**src/rtl/ram_arbiter.sv**
```systemverilog
// Two-requester round-robin arbiter in front of the single-port 2 KiB byte RAM.
// Define RAM_ARB_RSP_REG_EN to register the read response (2-cycle read latency).
module ram_arbiter (
  input  logic        clk,
  input  logic        rst_n,
  input  logic        a_valid,
  output logic        a_ready,
  input  logic        a_wr,
  input  logic [10:0] a_addr,
  input  logic [7:0]  a_din,
  output logic        a_rsp_valid,
  output logic [7:0]  a_rsp_data,
  input  logic        b_valid,
  output logic        b_ready,
  input  logic        b_wr,
  input  logic [10:0] b_addr,
  input  logic [7:0]  b_din,
  output logic        b_rsp_valid,
  output logic [7:0]  b_rsp_data,
  output logic [10:0] ram_addr,
  output logic [7:0]  ram_din,
  output logic        ram_wr,
  input  logic [7:0]  ram_dout
);
  localparam logic OWNER_A = 1'b0;
  localparam logic OWNER_B = 1'b1;

  logic       last_r;
  logic       tag_valid_r;
  logic       tag_owner_r;
  logic       grant_a_s;
  logic       grant_b_s;
  logic       rsp_valid_s;
  logic       rsp_owner_s;
  logic [7:0] rsp_data_s;

  // Round-robin grant; nothing is granted while reset is held
  always_comb begin
    grant_a_s = 1'b0;
    grant_b_s = 1'b0;
    if (!rst_n) begin
      grant_a_s = 1'b0;
      grant_b_s = 1'b0;
    end else if (a_valid && b_valid) begin
      grant_a_s = (last_r == OWNER_B);
      grant_b_s = (last_r == OWNER_A);
    end else begin
      grant_a_s = a_valid;
      grant_b_s = b_valid;
    end
  end

  assign a_ready = grant_a_s;
  assign b_ready = grant_b_s;

  // RAM port mux, parked at zero when idle
  always_comb begin
    ram_addr = 11'h000;
    ram_din  = 8'h00;
    ram_wr   = 1'b0;
    if (grant_a_s) begin
      ram_addr = a_addr;
      ram_din  = a_din;
      ram_wr   = a_wr;
    end else if (grant_b_s) begin
      ram_addr = b_addr;
      ram_din  = b_din;
      ram_wr   = b_wr;
    end else begin
      ram_addr = 11'h000;
      ram_din  = 8'h00;
      ram_wr   = 1'b0;
    end
  end

  // Round-robin pointer and one-entry read tag
  always_ff @(posedge clk) begin
    if (!rst_n) begin
      last_r      <= OWNER_B;
      tag_valid_r <= 1'b0;
      tag_owner_r <= OWNER_A;
    end else if (grant_a_s) begin
      last_r      <= OWNER_A;
      tag_valid_r <= ~a_wr;
      tag_owner_r <= OWNER_A;
    end else if (grant_b_s) begin
      last_r      <= OWNER_B;
      tag_valid_r <= ~b_wr;
      tag_owner_r <= OWNER_B;
    end else begin
      last_r      <= last_r;
      tag_valid_r <= 1'b0;
      tag_owner_r <= tag_owner_r;
    end
  end

`ifdef RAM_ARB_RSP_REG_EN
  logic       rsp_valid_r;
  logic       rsp_owner_r;
  logic [7:0] rsp_data_r;

  // Second tag stage plus captured RAM data
  always_ff @(posedge clk) begin
    if (!rst_n) begin
      rsp_valid_r <= 1'b0;
      rsp_owner_r <= OWNER_A;
      rsp_data_r  <= 8'h00;
    end else begin
      rsp_valid_r <= tag_valid_r;
      rsp_owner_r <= tag_owner_r;
      rsp_data_r  <= tag_valid_r ? ram_dout : 8'h00;
    end
  end

  assign rsp_valid_s = rsp_valid_r & rst_n;
  assign rsp_owner_s = rsp_owner_r;
  assign rsp_data_s  = rsp_data_r;
`else
  assign rsp_valid_s = tag_valid_r & rst_n;
  assign rsp_owner_s = tag_owner_r;
  assign rsp_data_s  = ram_dout;
`endif

  // Route the response to its owner; data reads zero when not valid
  always_comb begin
    a_rsp_valid = 1'b0;
    b_rsp_valid = 1'b0;
    a_rsp_data  = 8'h00;
    b_rsp_data  = 8'h00;
    if (rsp_valid_s && (rsp_owner_s == OWNER_A)) begin
      a_rsp_valid = 1'b1;
      a_rsp_data  = rsp_data_s;
    end else if (rsp_valid_s && (rsp_owner_s == OWNER_B)) begin
      b_rsp_valid = 1'b1;
      b_rsp_data  = rsp_data_s;
    end else begin
      a_rsp_valid = 1'b0;
      b_rsp_valid = 1'b0;
    end
  end

endmodule
```
**config.mk**
```make
export PLATFORM = sky130hd
export DESIGN_NAME = ram_arbiter
export DESIGN_NICKNAME = d
export VERILOG_FILES = /design/src/rtl/ram_arbiter.sv
export SDC_FILE = /design/constraint.sdc
export NUM_CORES = 1
export LEC_CHECK = 0
export BUFFER_PORTS_ARGS = -buffer_cell sky130_fd_sc_hd__buf_2
export CAP_MARGIN = 20
export CORE_MARGIN = 2
export CORE_UTILIZATION = 31
export DETAILED_ROUTE_END_ITERATION = 8
export HOLD_SLACK_MARGIN = 0.05
export PLACE_DENSITY = 0.86
export SLEW_MARGIN = 10
export SYNTH_ARGS = -nofsm -noshare
export SYNTH_HDL_FRONTEND = slang
export SYNTH_SLANG_ARGS = --single-unit
```
**constraint.sdc**
```tcl
create_clock -name clk -period 1.8 [get_ports clk]
set_input_delay 0.09 -clock clk [delete_from_list [all_inputs] [get_ports clk]]
set_output_delay 0.09 -clock clk [all_outputs]
set_load 0.005 [all_outputs]
```
==> summary.md, run 1 <==
| Metric | Value |
|---|---|
| Status | finished clean |
| RSZ-0062 raised after global routing | no |
| Worst-Skew Late Latency | 0.23 ns |
| CTS root buf | clkbuf_4 |
| Slowest Stage Delay on Critical Path | roughly 0.47 ns |
| Cts bufs inserted | 3 |
| Minimum clock period | 1.46 ns |
| Fin worst setup slack | between 0.3 and 0.4 ns |
| Critical Path AT | 1.37 ns |
| Final WL | 2070 µm |
| Tcrit/Tclk final | approximately four fifths |
| CP Launch Type | flip-flop |
| Net count reported at finish | 255 |
| Cts hold-fix bufs | 0 |
| Vias in the first global route | 909 |
| First drt pass iteration count | 4 |
| Met2 wire len | 1070 µm |
| Via count | 1039 |
| CP max stage cell | o21ai_4 |
| Yosys reg bits | 3 |
| Syn Area/Cell | between 5 and 6 µm² |
| Setup Skew | ~0.00022 ns |
| Sequential share of the synthesized area | under 10% |
| Yosys top cell by area | nand2_1 |
| Kind of critical path | reg2out |
| Peak Freq | slightly below 700 MHz |
| Fin. Hold Viols | 0 |
| Crit. End Element | primary output |
| Clock net sink count | 3 |
| Peak VDD IR | 0.190 mV |
| Area Overhead vs Synth | 72.9% |
| Post-CTS Setup Bufs | 0 |
| Routed Antenna Nets | 0 |
| Mapped Cells | 116 |
| Mapped Area | 609 µm² |
| Core Region | 1900 µm² |
| Port bufs | 91 |
| First-pass GRT wire length | around 3400 µm |
| CTS clk-pin slew, worst paths | 0.04 ns |
| Synth top area share | 31.4% |
| Worst path cell trace | o21ai_4 -> o22ai_1 -> buf_2 |
| Routed length per instance | around 9.1 µm |
| TNS Setup | 0 ns |
| Die ar. | approximately 2300 µm² |
| Grt ovf | 0 |
| Syn Nets | between 150 and 200 |
| Power Density | 376 nW/µm² |
| CP Data Required Time | about 1.7 ns |
| Met1 WL | 751 µm |
| Initial Util | 32.0% |
| Leak | 0.640 nW |
| Post-cts repair resize count | 0 |
| Slew margin rel. | 64.3% |
| Global-route usage over all layers | 17.5% |
| Top sig layer | met4 |
| Max H-tree Level | 1 |
| Worst-margin pin slew | 0.534 ns |
| Top delay family on crit path | compound AO/OA/AOI/OAI gates |
| Buf/Inv on CP | 1 |
| Critical path peak fanout | 22 |
| YS warnings | 0 |
| Max-cap violations | 0 |
| Site row count | 16 |
| RePlAce Congestion | just over 0.7 |
| Proportion of layout cells with a drive suffix above 1 | ~50% |
| Yosys cell types | 16 |
| I/O Pins | 92 |
| Synth top area cells | nand2_1 31%, o22ai_1 21%, nor2_1 12%, dfxtp_1 9.9%, buf_6 7.4% |
| Slack of the worst reg-to-reg path | 0.68 ns |
| Largest net degree at the start of global routing | 25 |
| Setup Slack @ Placement | 0.567 ns |
| First DRT Iteration DRCs | 11 |
| Hold Slack | between 0.07 and 0.08 ns |
| Clock Tree Buf Depth | 2 |
| Avg Vias per Cell | 4.54 |
| Die Ht | 48.3 µm |
| Hpwl dp | 1630 µm |
| Die Wd | 48.3 µm |
| Residual DRC | 0 |
| N_diodes | 0 |
| Initial antenna violation count | 0 |
| Final Slew Violations | 0 |
| Met3 WL | 231 µm |
| Hold crit path type | in2reg |
| TritonCTS clock tree | done |
| Final setup vio count | 0 |
-- through the flow --
| stage | utilization (%) | cells | total power [mW] | instance area, µm² |
|---|---|---|---|---|
| CTS | 55.4 | 229 | 0.402 | 1050 |
| detailed placement | 54.0 | 225 | 0.281 | 1030 |
| global route | 55.4 | 229 | 0.431 | 1050 |
| floorplan | - | 116 | 0.194 | 609 |
| finish | 55.4 | 229 | 0.396 | 1050 |
| global placement | 54.0 | 225 | 0.278 | 1030 |
-- where the power goes --
| group | internal [mW] | leakage (nW) | total (mW) | switching [mW] |
|---|---|---|---|---|
| clock network | 0.0830 | 0.0150 | 0.117 | 0.0343 |
| registers | 0.0716 | 0.0249 | 0.0778 | 0.00619 |
| logic | 0.0998 | 0.600 | 0.201 | 0.101 |
-- worst reg2reg max path: cells and delay by family, from the launching register on --
kind	cells	cell delay [ns]
flops	1	0.33
compound gates	2	0.64
-- final timing paths --
kind / end / cells past startpoint / start
setup reg to reg: tag_valid_r / 2 / last_r
setup / recovery: ram_addr[0] / 3 / last_r
hold / removal: tag_valid_r / 2 / b_wr
hold reg to reg: rsp_owner_s / 2 / rsp_owner_s
-- state kept, by name, summed over array words and instances, names as in the netlist --
register / cells
last_r: 1
rsp_owner_s: 1
tag_valid_r: 1
-- layout by cell type (no fill, tap or decap), types with 2 or more instances in the layout --
cell type   n
nor2_1     20
nand2b_1    3
inv_1       2
nand2_1    51
o22ai_1    20
dfxtp_1     3
buf_4       2
buf_2      91
clkbuf_4    3
-- cells by family (layout without fill, tap and decap cells) --
kind of cell | after synthesis | in the layout | share of synthesized area [%]
and+or+nand+nor | 75 | 75 | 47.8
AOI/OAI and AO/OA | 24 | 24 | 26.3
buffers and inverters | 14 | 100 | 16.0
DFF | 3 | 3 | 9.86
-- cell usage after synthesis --
| cell | instances |
|---|---|
| dfxtp_1 | 3 |
| nor2_1 | 20 |
| inv_2 | 1 |
| o21ai_0 | 1 |
| buf_4 | 3 |
| inv_1 | 2 |
| nand2b_1 | 3 |
| o32ai_1 | 1 |
| nand2_2 | 1 |
| buf_6 | 4 |
| clkbuf_1 | 1 |
| o22ai_1 | 20 |
| o21ai_4 | 1 |
| buf_2 | 3 |
| nand2_1 | 51 |
| a21oi_1 | 1 |
-- per-layer routing --
metal / GRT usage [%] / vias to the layer above
li1: - / 553
met1: 17.4 / 423
met2: 33.1 / 59
met3: 4.63 / 4
met4: 9.05 / 0
met5: 0 / -
-- area by class of cell --
class	count	area [µm²]
well taps	27	33.8
repair buffers	93	470
fillers	203	848
clock buffers	4	26.3
flip-flops and latches	3	60.1
multi-input cells	99	452
inverters	3	11.3
Note: power is estimated with default switching activity, not from simulation.
==> inputs of run 2 (changes only) <==
CORE_UTILIZATION = 26   (was 31)
PLACE_DENSITY = 0.77   (was 0.86)
clock period = 1.19 ns   (was 1.8 ns; I/O delays follow)
==> run 2 against run 1 <==
Effect of this change:
- the run now ends with setup timing left
- clock skew up 0.0033 ns
- combinational power up 71%
- first-iteration DRC count decreased by 9.1%
- non-clock buffer count grew 2
- worst setup slack got worse by 0.34 ns
- cell area up 8.3%
- via count grew 3.0%
- highest routed layer unchanged
==> summary.md, run 2 (synthesis gave the netlist of run 1 again) <==
| Metric | Value |
|---|---|
| Most common cell after layout, fill and taps aside | buf_2 |
| Final Slew Violations | 0 (unchanged) |
| Max H-tree Level | 1 (unchanged) |
| Clock net sink count | 3 (unchanged) |
| Die ar. | 2750 µm² (+18%) |
| Routed length per instance | 10.1 µm (+12%) |
| First-pass GRT wire length | 3490 µm (+1.8%) |
| Slew margin rel. | 75.6% (+11 points) |
| Initial antenna violation count | 0 (unchanged) |
| Residual DRC | 0 (unchanged) |
| Grt ovf | 0 (unchanged) |
| Via count | 1070 (+3.0%) |
| I/O Pins | 92 (unchanged) |
| Final setup vio count | 1 (+1) |
| Core Region | 2210 µm² (+16%) |
| CP Launch Type | flip-flop |
| Clock Tree Buf Depth | 2 (unchanged) |
| Power Density | 568 nW/µm² (+51%) |
| Failing checks | setup timing |
| Layout fillers | 236 (+16%) |
| CTS clk-pin slew, worst paths | 0.04 ns (about the same) |
| Worst-Skew Late Latency | 0.24 ns (about the same) |
| TritonCTS clock tree | done |
| RSZ-0062 raised after global routing | yes |
| Peak VDD IR | 0.448 mV (+140%) |
| Peak Freq | ~840 MHz |
| Max-cap violations | 0 (unchanged) |
| Sequential cell area | 62.6 µm² (+4.2%) |
| Setup Slack @ Placement | 0.0582 ns (-0.509 ns) |
| Fin worst setup slack | -0.00266 ns (-0.340 ns) |
| Slowest Stage Delay on Critical Path | 0.36 ns (-0.11 ns) |
| TNS Setup | -0.00266 ns (-0.00266 ns) |
| Crit. End Element | primary output |
| Largest net degree at the start of global routing | 23 (-8.0%) |
| Hold crit path type | in2reg |
| Kind of critical path | reg2out |
| Hpwl dp | 1780 µm (+9.6%) |
| Critical path peak fanout | 22 (unchanged) |
| Status | complete, but fails checks |
| Placed Cells | 227 (+0.89%) |
| Routed Antenna Nets | 0 (unchanged) |
| Global-route usage over all layers | 16.5% (-0.97 points) |
| Multi-input gate area | 493 µm² (+9.1%) |
| First drt pass iteration count | 4 (unchanged) |
| CP Data Required Time | 1.13 ns (-0.58 ns) |
| Worst-margin pin slew | 0.366 ns (-0.167 ns) |
| Site row count | 17 (+1) |
| First DRT Iteration DRCs | 10 (-1) |
| Setup Skew | 0.00354 ns (+0.00332 ns) |
| CTS root buf | clkbuf_4 |
| Die Ht | 52.4 µm (+8.4%) |
| Vias in the first global route | 880 (-3.2%) |
| Cts bufs inserted | 3 (unchanged) |
| Critical Path AT | 1.13 ns (-0.24 ns) |
| Leak | 0.675 nW (+5.6%) |
| Die Wd | 52.4 µm (+8.4%) |
| Area Overhead vs Synth | 87.3% |
| RePlAce Congestion | 0.705 (-3.2%) |
| CP max stage cell | dfxtp_2 |
| Final WL | 2360 µm (+14%) |
| Initial Util | 27.5% (-4.5 points) |
| Port bufs | 91 (unchanged) |
| Proportion of layout cells with a drive suffix above 1 | 52.7% (+3.7 points) |
| Worst path cell trace | o21ai_4 -> buf_12 -> o22ai_1 -> buf_2 |
| Finished Core Util | 51.6% (-3.8 points) |
| Fin. Hold Viols | 0 (unchanged) |
| Top delay family on crit path | flip-flops |
| Tcrit/Tclk final | 100% |
| Buf/Inv on CP | 2 (+1) |
| N_diodes | 0 (unchanged) |
| Avg Vias per Cell | 4.59 (+1.2%) |
| Minimum clock period | 1.19 ns |
| Net count reported at finish | 258 (+1.2%) |
| Non-filler cells, final | 233 (+1.7%) |
| Power Total | 0.648 mW (+64%) |
| Most frequent cells in the layout | 91 x buf_2, 49 x nand2_1, 20 x nor2_1, 18 x o22ai_1, 3 x clkbuf_4 |
[run 2: cell types whose count changed in the layout (fill, tap and decap cells not counted), moves of 2 or more]
cell,before,now
dfxtp_1,3,1
buf_12,0,2
nand2_1,51,49
o22ai_2,0,2
dfxtp_2,0,2
o22ai_1,20,18
nand2_4,0,2
[run 2: worst min-delay path: cells and delay by family]
kind / cells / cell delay [ns]
AOI/OAI and AO/OA: 1 / 0.06
buffers and inverters: 1 / 0.08
and+or+nand+nor: 1 / 0.09
[run 2: per-layer routing]
| metal | up-vias | global-route usage [%] | part of all wire (%) |
|---|---|---|---|
| met5 | - | 0 | 0 |
| met2 | 64 | 30.0 | 46 |
| met1 | 439 | 19.0 | 43 |
| met3 | 4 | 3.43 | 11 |
| met4 | 0 | 5.13 | 0.81 |
| li1 | 563 | - | - |
[run 2: path summary, 6_finish.rpt]
kind | start | endpoint | slack [ns] | depth (start not counted)
worst min register to register | rsp_owner_s | rsp_owner_s | 0.50 | 2
worst max register to register | last_r | tag_valid_r | 0.28 | 3
worst min-delay path | a_wr | tag_valid_r | 0.12 | 3
worst max-delay path | last_r | ram_addr[4] | -0.003 | 4
[run 2: cell type report]
class / instances / share of cell area, %
clock buffer: 4 / 2.30
inverter: 3 / 0.987
multi-input combinational: 100 / 43.2
sequential: 3 / 5.48
tap: 28 / 3.07
timing repair buffer: 95 / 45.0
[run 2: per-stage QoR]
| step | area (µm²) | hold WS (ns) |
|---|---|---|
| 4_1_cts | 1120 | 0.117 |
| 2_1_floorplan | 609 | 0.175 |
| 6_report | 1140 | 0.118 |
| 3_3_place_gp | 1060 | 0.283 |
| 5_1_grt | 1140 | 0.123 |
| 3_5_place_dp | 1060 | 0.289 |
[run 2: what timing repair did]
item | CTS | global route
pin swaps | 1 | 0
gates cloned | 1 | 0
gates resized for setup | 5 | 5
buffers inserted | 0 | 0
endpoints found under the setup margin | 21 | 37
hold buffers | 1 | 0
hold endpoints to repair | 1 | 0
[run 2: report_power, final]
group	internal [mW]	total (mW)	switching (mW)
sequential	0.109	0.120	0.0108
clock	0.126	0.184	0.0582
combinational	0.175	0.344	0.169
